File: src/rtl/fir_mac_sequencer_if.sv
// Sample, coefficient-write and result signals of the symmetric FIR engine.
// The master side feeds samples and coefficients; the slave side is the engine.
interface fir_mac_sequencer_if #(
    parameter int TAPS = 12,
    parameter int DW   = 18
);
    localparam int CAW = $clog2(TAPS / 2);

    logic signed [DW-1:0]  in_sample;
    logic                  new_data;
    logic                  coef_we;
    logic        [CAW-1:0] coef_addr;
    logic signed [DW-1:0]  coef_wdata;
    logic signed [DW-1:0]  out_sample;
    logic                  data_ready;
    logic                  busy;
    logic                  overrun;
    logic                  coef_err;

    modport master (
        output in_sample, new_data, coef_we, coef_addr, coef_wdata,
        input  out_sample, data_ready, busy, overrun, coef_err
    );

    modport slave (
        input  in_sample, new_data, coef_we, coef_addr, coef_wdata,
        output out_sample, data_ready, busy, overrun, coef_err
    );
endinterface

File: src/rtl/fir_mac_sequencer.sv
// Time-multiplexed symmetric FIR: circular delay line, one shared pre-adder,
// multiplier and accumulator stepping over one coefficient pair per clock.
module fir_mac_sequencer #(
    parameter int TAPS = 12,
    parameter int DW   = 18,
    parameter int FRAC = 12
) (
    input  logic                 clk,
    input  logic                 rst,
    fir_mac_sequencer_if.slave   bus
);
    localparam int HALF = TAPS / 2;
    localparam int PW   = $clog2(TAPS);
    localparam int KW   = $clog2(HALF);
    localparam int PRW  = 2 * DW + 1;
    localparam int ACW  = 2 * DW + 4;

    typedef enum logic [1:0] {
        IDLE = 2'd0,
        MAC  = 2'd1,
        OUT  = 2'd2
    } state_t;

    state_t                 state_r;
    logic signed [DW-1:0]   dline_r [TAPS];
    logic signed [DW-1:0]   coef_r  [HALF];
    logic        [PW-1:0]   wr_ptr_r;
    logic        [PW-1:0]   newest_r;
    logic        [KW-1:0]   k_r;
    logic signed [ACW-1:0]  acc_r;
    logic signed [DW-1:0]   out_sample_r;
    logic                   data_ready_r;
    logic                   busy_r;
    logic                   overrun_r;
    logic                   coef_err_r;

    logic        [PW-1:0]   idx_a_s;
    logic        [PW:0]     sum_b_s;
    logic        [PW-1:0]   idx_b_s;
    logic signed [DW:0]     pre_s;
    logic signed [PRW-1:0]  prod_s;
    logic signed [ACW-1:0]  sh_s;
    logic signed [DW-1:0]   sat_s;
    logic                   addr_bad_s;

    // Power-on coefficient bank; the low half of the symmetric impulse response.
    function automatic logic signed [DW-1:0] coef_default(input int k);
        logic signed [DW-1:0] c;
        case (k)
            0:       c = DW'(32'sd80);
            1:       c = DW'(-32'sd467);
            2:       c = DW'(32'sd65);
            3:       c = DW'(-32'sd174);
            4:       c = DW'(-32'sd731);
            5:       c = DW'(32'sd2512);
            default: c = DW'(32'sd0);
        endcase
        return c;
    endfunction

    // Tap pair k: newest-k and its mirror newest-(TAPS-1-k) == newest+k+1, both mod TAPS.
    always_comb begin
        if (newest_r >= PW'(k_r)) begin
            idx_a_s = newest_r - PW'(k_r);
        end else begin
            idx_a_s = newest_r + PW'(TAPS) - PW'(k_r);
        end
        sum_b_s = {1'b0, newest_r} + (PW+1)'(k_r) + (PW+1)'(1);
        if (sum_b_s >= (PW+1)'(TAPS)) begin
            idx_b_s = PW'(sum_b_s - (PW+1)'(TAPS));
        end else begin
            idx_b_s = PW'(sum_b_s);
        end
    end

    // Shared pre-add and multiply for the current pair.
    always_comb begin
        pre_s  = {dline_r[idx_a_s][DW-1], dline_r[idx_a_s]}
               + {dline_r[idx_b_s][DW-1], dline_r[idx_b_s]};
        prod_s = PRW'(pre_s) * PRW'(coef_r[k_r]);
    end

    // Rescale to the sample format; out-of-range results clamp to the rails.
    always_comb begin
        sh_s = acc_r >>> FRAC;
        if ((&sh_s[ACW-1:DW-1]) || (~|sh_s[ACW-1:DW-1])) begin
            sat_s = sh_s[DW-1:0];
        end else if (sh_s[ACW-1]) begin
            sat_s = {1'b1, {(DW-1){1'b0}}};
        end else begin
            sat_s = {1'b0, {(DW-1){1'b1}}};
        end
        addr_bad_s = ({1'b0, bus.coef_addr} >= (KW+1)'(HALF));
    end

    // Sequencer, delay line, coefficient bank and sticky error flags.
    always_ff @(posedge clk) begin
        if (rst) begin
            state_r      <= IDLE;
            wr_ptr_r     <= '0;
            newest_r     <= '0;
            k_r          <= '0;
            acc_r        <= '0;
            out_sample_r <= '0;
            data_ready_r <= 1'b0;
            busy_r       <= 1'b0;
            overrun_r    <= 1'b0;
            coef_err_r   <= 1'b0;
            for (int i = 0; i < TAPS; i++) dline_r[i] <= '0;
            for (int i = 0; i < HALF; i++) coef_r[i] <= coef_default(i);
        end else begin
            data_ready_r <= 1'b0;
            case (state_r)
                IDLE: begin
                    if (bus.new_data) begin
                        dline_r[wr_ptr_r] <= bus.in_sample;
                        newest_r          <= wr_ptr_r;
                        wr_ptr_r          <= (wr_ptr_r == PW'(TAPS - 1)) ? '0 : wr_ptr_r + PW'(1);
                        acc_r             <= '0;
                        k_r               <= '0;
                        state_r           <= MAC;
                        busy_r            <= 1'b1;
                    end else begin
                        busy_r            <= 1'b0;
                    end
                    // A write colliding with an accepted sample is rejected, not deferred.
                    if (bus.coef_we) begin
                        if (bus.new_data || addr_bad_s) begin
                            coef_err_r <= 1'b1;
                        end else begin
                            coef_r[bus.coef_addr] <= bus.coef_wdata;
                        end
                    end
                end
                MAC: begin
                    acc_r  <= acc_r + ACW'(prod_s);
                    busy_r <= 1'b1;
                    if (k_r == KW'(HALF - 1)) begin
                        state_r <= OUT;
                    end else begin
                        k_r <= k_r + KW'(1);
                    end
                    if (bus.new_data) overrun_r  <= 1'b1;
                    if (bus.coef_we)  coef_err_r <= 1'b1;
                end
                OUT: begin
                    out_sample_r <= sat_s;
                    data_ready_r <= 1'b1;
                    busy_r       <= 1'b0;
                    state_r      <= IDLE;
                    if (bus.new_data) overrun_r  <= 1'b1;
                    if (bus.coef_we)  coef_err_r <= 1'b1;
                end
                default: begin
                    busy_r  <= 1'b0;
                    state_r <= IDLE;
                end
            endcase
        end
    end

    assign bus.out_sample = out_sample_r;
    assign bus.data_ready = data_ready_r;
    assign bus.busy       = busy_r;
    assign bus.overrun    = overrun_r;
    assign bus.coef_err   = coef_err_r;
endmodule

File: src/flat_wrapper.sv
// flat-port wrapper written by rule: the top's interface ports become plain ports
module fir_mac_sequencer_flat 
#(
    parameter int TAPS = 12,
    parameter int DW   = 18,
    parameter int FRAC = 12
)
  (clk, rst, bus_in_sample, bus_new_data, bus_coef_we, bus_coef_addr, bus_coef_wdata, bus_out_sample, bus_data_ready, bus_busy, bus_overrun, bus_coef_err);
  fir_mac_sequencer_if #(.TAPS(TAPS), .DW(DW)) bus_i ();
  input  logic clk;
  input  logic rst;
  input wire logic [$bits(bus_i.in_sample)-1:0] bus_in_sample;
  input wire logic [$bits(bus_i.new_data)-1:0] bus_new_data;
  input wire logic [$bits(bus_i.coef_we)-1:0] bus_coef_we;
  input wire logic [$bits(bus_i.coef_addr)-1:0] bus_coef_addr;
  input wire logic [$bits(bus_i.coef_wdata)-1:0] bus_coef_wdata;
  output wire logic [$bits(bus_i.out_sample)-1:0] bus_out_sample;
  output wire logic [$bits(bus_i.data_ready)-1:0] bus_data_ready;
  output wire logic [$bits(bus_i.busy)-1:0] bus_busy;
  output wire logic [$bits(bus_i.overrun)-1:0] bus_overrun;
  output wire logic [$bits(bus_i.coef_err)-1:0] bus_coef_err;
  assign bus_i.in_sample = bus_in_sample;
  assign bus_i.new_data = bus_new_data;
  assign bus_i.coef_we = bus_coef_we;
  assign bus_i.coef_addr = bus_coef_addr;
  assign bus_i.coef_wdata = bus_coef_wdata;
  assign bus_out_sample = bus_i.out_sample;
  assign bus_data_ready = bus_i.data_ready;
  assign bus_busy = bus_i.busy;
  assign bus_overrun = bus_i.overrun;
  assign bus_coef_err = bus_i.coef_err;
  fir_mac_sequencer #(.TAPS(TAPS), .DW(DW), .FRAC(FRAC)) u_core (.clk(clk), .rst(rst), .bus(bus_i));
endmodule
File: config.mk
export PLATFORM = sky130hd
export DESIGN_NAME = fir_mac_sequencer_flat
export DESIGN_NICKNAME = d
export VERILOG_FILES = /design/src/rtl/fir_mac_sequencer_if.sv /design/src/rtl/fir_mac_sequencer.sv /design/src/flat_wrapper.sv
export SDC_FILE = /design/constraint.sdc
export NUM_CORES = 2
export LEC_CHECK = 0
export BUFFER_PORTS_ARGS = -buffer_cell sky130_fd_sc_hd__buf_2
export CELL_PAD_IN_SITES_DETAIL_PLACEMENT = 2
export CELL_PAD_IN_SITES_GLOBAL_PLACEMENT = 2
export CORE_MARGIN = 2
export CORE_UTILIZATION = 30
export CTS_CLUSTER_SIZE = 28
export DETAILED_ROUTE_END_ITERATION = 8
export PLACE_DENSITY = 0.67
export SYNTH_ARGS = -nofsm -noshare
export SYNTH_HDL_FRONTEND = slang
export SYNTH_SLANG_ARGS = --single-unit
File: constraint.sdc
create_clock -name clk -period 32.2 [get_ports clk]
set_input_delay 0 -clock clk [delete_from_list [all_inputs] [get_ports clk]]
set_output_delay 0 -clock clk [all_outputs]
set_load 0.01 [all_outputs]
==> out/qor.yml <==
vias: 26400
fin_skew_ns: 0.0680
portBuffers: 64
critPathMaxStageDelay_ns: 1.18
period_share_pct: 39.7
synth.distinct_cells: 86
hp-class: "in -> reg"
antenna_left: 0
max_cap_viol_count: 0
yosysSeqAreaShare_pct: 36.5
crit_top_cell: "fa_1"
status: "finished clean"
h-tree-depth: 2
cts-buffers-inserted: 57
die_w_um: 368
grt_pass1_vias: 30400
fill_cells: 13800
cts_sinks: 510
clock_latency_ns: 0.68
vias_per_cell: 5.02
cts_setup_buffers: 0
post-place-ws_ns: 19.38
cts_root_buf: "clkbuf_16"
criticalPathCategory: "reg -> reg"
drt_iter0_markers: 1578
drtPass1Iterations: 5
area_growth_pct: 12.2
cts_buffer_depth: 3
fp-row-count: 133
netlist_area_mm2: 0.0398
die-area_mm2: 0.136
ys_seq_elements: 510
start_util_pct: 30.2
cts_tree: "built"
worstMarginPinSlew_ns: 1.24
antenna_found_initial: 2
end_kind: "register"
slew_headroom_pct: 17.4
crit_arrival_ns: 13.29
hold_viol_final: 0
avgSynthCellArea_um2: 11.8
nets: 4050
async_flop_share_pct: 0
finalSetupTns_ns: 0
fmax_mhz: 78.3
hpwl_um: 90700
grt_max_degree: 55
final_max_slew_viol_count: 0
drive_gt1_share_pct: 14.6
timing.final.ws_setup_ns: 19.43
setup_viol: 0
grt_usage_pct: 18.7
wire_per_inst_um: 23.8
crit_required_ns: 32.71
critPathLaunchType: "register"
die_y_um: 368
grt_pass1_wl_um: 192000
synth_edf_count: 432
path_clk_slew_ns: 0.07
post_cts_resized: 0
period_needed_ns: 12.77
io_pins: 65
crit_fanout: 54
rsz0062_at_grt: "no"
diodes: 0
place.gp.congestion: 0.821
synth_cells: 3360
coreArea_mm2: 0.132
synth_top_flop_cell: "edfxtp_1"
critPathSlowestCell: "fa_1"
grt.overflow.total: 0
synth_warnings: 0
wl_um: 125000
drc: 0
-- worst max-delay path: cells and delay by family (launching register included) --
family	cells	cell delay, ns
simple gates	6	1.26
mux	1	0.14
fa+ha+maj	12	6.67
xor+xnor	1	0.15
compound gates	14	2.90
buf+inv	3	1.01
flops	1	0.45
-- layer usage --
metal	part of all wire, %	global-route usage, %	wire length (µm)
met2	49	32.4	61700
met1	44	24.2	55000
met5	0	0	0
met4	2.9	5.58	3660
met3	3.6	2.34	4530
-- layout make-up --
class	count	area, µm²	share of cell area [%]
multi-input cells	2255	23100	51.7
clock inverters	30	320	0.717
inverters	448	1680	3.77
repair buffers	177	1280	2.86
flip-flops and latches	510	14500	32.6
clock buffers	78	1570	3.51
well taps	1755	2200	4.92
-- timing repair --
item	4_1_cts	5_1_grt
setup endpoints to repair	0	0
hold endpoints to repair	438	0
hold buffers	43	0
-- final timing paths --
check / startpoint / depth (start not counted) / to / slack [ns]
worst min register to register: u_core.newest_r[0] / 2 / u_core.newest_r[0] / 0.46
worst max-delay path: u_core.k_r[0] / 37 / u_core.acc_r[38] / 19.43
worst min-delay path: bus_coef_wdata[13] / 3 / u_core.coef_r[4][13] / 0.21
worst max register to register: u_core.k_r[0] / 37 / u_core.acc_r[38] / 19.43
-- cell usage in the layout (no fill, tap or decap), types with 8 or more instances in the layout --
cell and instances:
inv_1 446, edfxtp_1 432, fa_1 394, nor2_1 284, nand2_1 263, and2_1 249
mux4_2 180, ha_1 161, a21oi_1 80, dfxtp_1 76, buf_4 71, buf_2 63
clkbuf_16 57, o21ai_0 52, xnor2_1 50, mux2i_1 43, dlygate4sd3_1 43, conb_1 36
nor2b_1 32, mux2_2 30, nand2b_1 28, a311oi_1 26, a211oi_1 24, nor3_1 24
xor2_1 22, a22o_1 20, a31oi_1 17, or3_1 17, or2_2 16, a22oi_1 16
clkbuf_1 15, a21o_1 14, o21a_1 12, clkinv_1 12, nand3_1 12, o21bai_1 11
o21ai_1 11, clkinv_2 9, nand4_1 8
-- synth_stat cells (28+ instances only) --
| cell type | count | share of area [%] |
|---|---|---|
| a21oi_1 | 81 | 1.0 |
| and2_1 | 249 | 3.9 |
| buf_2 | 47 | 0.59 |
| clkbuf_1 | 117 | 1.1 |
| dfxtp_1 | 78 | 3.9 |
| edfxtp_1 | 432 | 33 |
| fa_1 | 396 | 20 |
| ha_1 | 162 | 5.1 |
| inv_1 | 446 | 4.2 |
| mux2_2 | 30 | 0.85 |
| mux2i_1 | 49 | 1.2 |
| mux4_2 | 180 | 10 |
| nand2_1 | 263 | 2.5 |
| nand2b_1 | 28 | 0.44 |
| nor2_1 | 290 | 2.7 |
| nor2b_1 | 33 | 0.52 |
| nor3_1 | 28 | 0.35 |
| o21ai_0 | 52 | 0.65 |
| xnor2_1 | 52 | 1.1 |
-- cell families (layout without fill, tap and decap cells) --
logic type / Yosys count / after routing / synth area share [%]
compound gates: 344 / 344 / 6.11
xor+xnor: 82 / 82 / 1.94
fa+ha+maj: 558 / 558 / 25.0
buf+inv: 630 / 733 / 6.29
flops: 510 / 510 / 36.5
mux: 261 / 261 / 12.3
other cells: 1 / 36 / 0.00942
simple gates: 974 / 974 / 11.8
-- sequential cells by signal, indices dropped and copies added (netlist names), 2 cells and up, named ones only --
register	cells
u_core.dline_r	288
u_core.bus.out_sample	18
u_core.state_r	2
u_core.wr_ptr_r	4
u_core.acc_r	40
u_core.newest_r	4
u_core.coef_r	144
u_core.k_r	3
-- through the flow --
step / util [%] / cell area, µm² / std cells / hold slack [ns]
after floorplan: - / 39900 / 3395 / 0.0989
after global routing: 33.9 / 44600 / 5253 / 0.206
after detailed placement: 32.2 / 42300 / 5102 / 0.289
final: 33.9 / 44600 / 5253 / 0.206
after CTS: 33.9 / 44600 / 5253 / 0.141
after global placement: 32.2 / 42300 / 5102 / 0.280
Power is not shown: default switching activity piles up to over one toggle a cycle in this logic, so the estimate is an artifact.
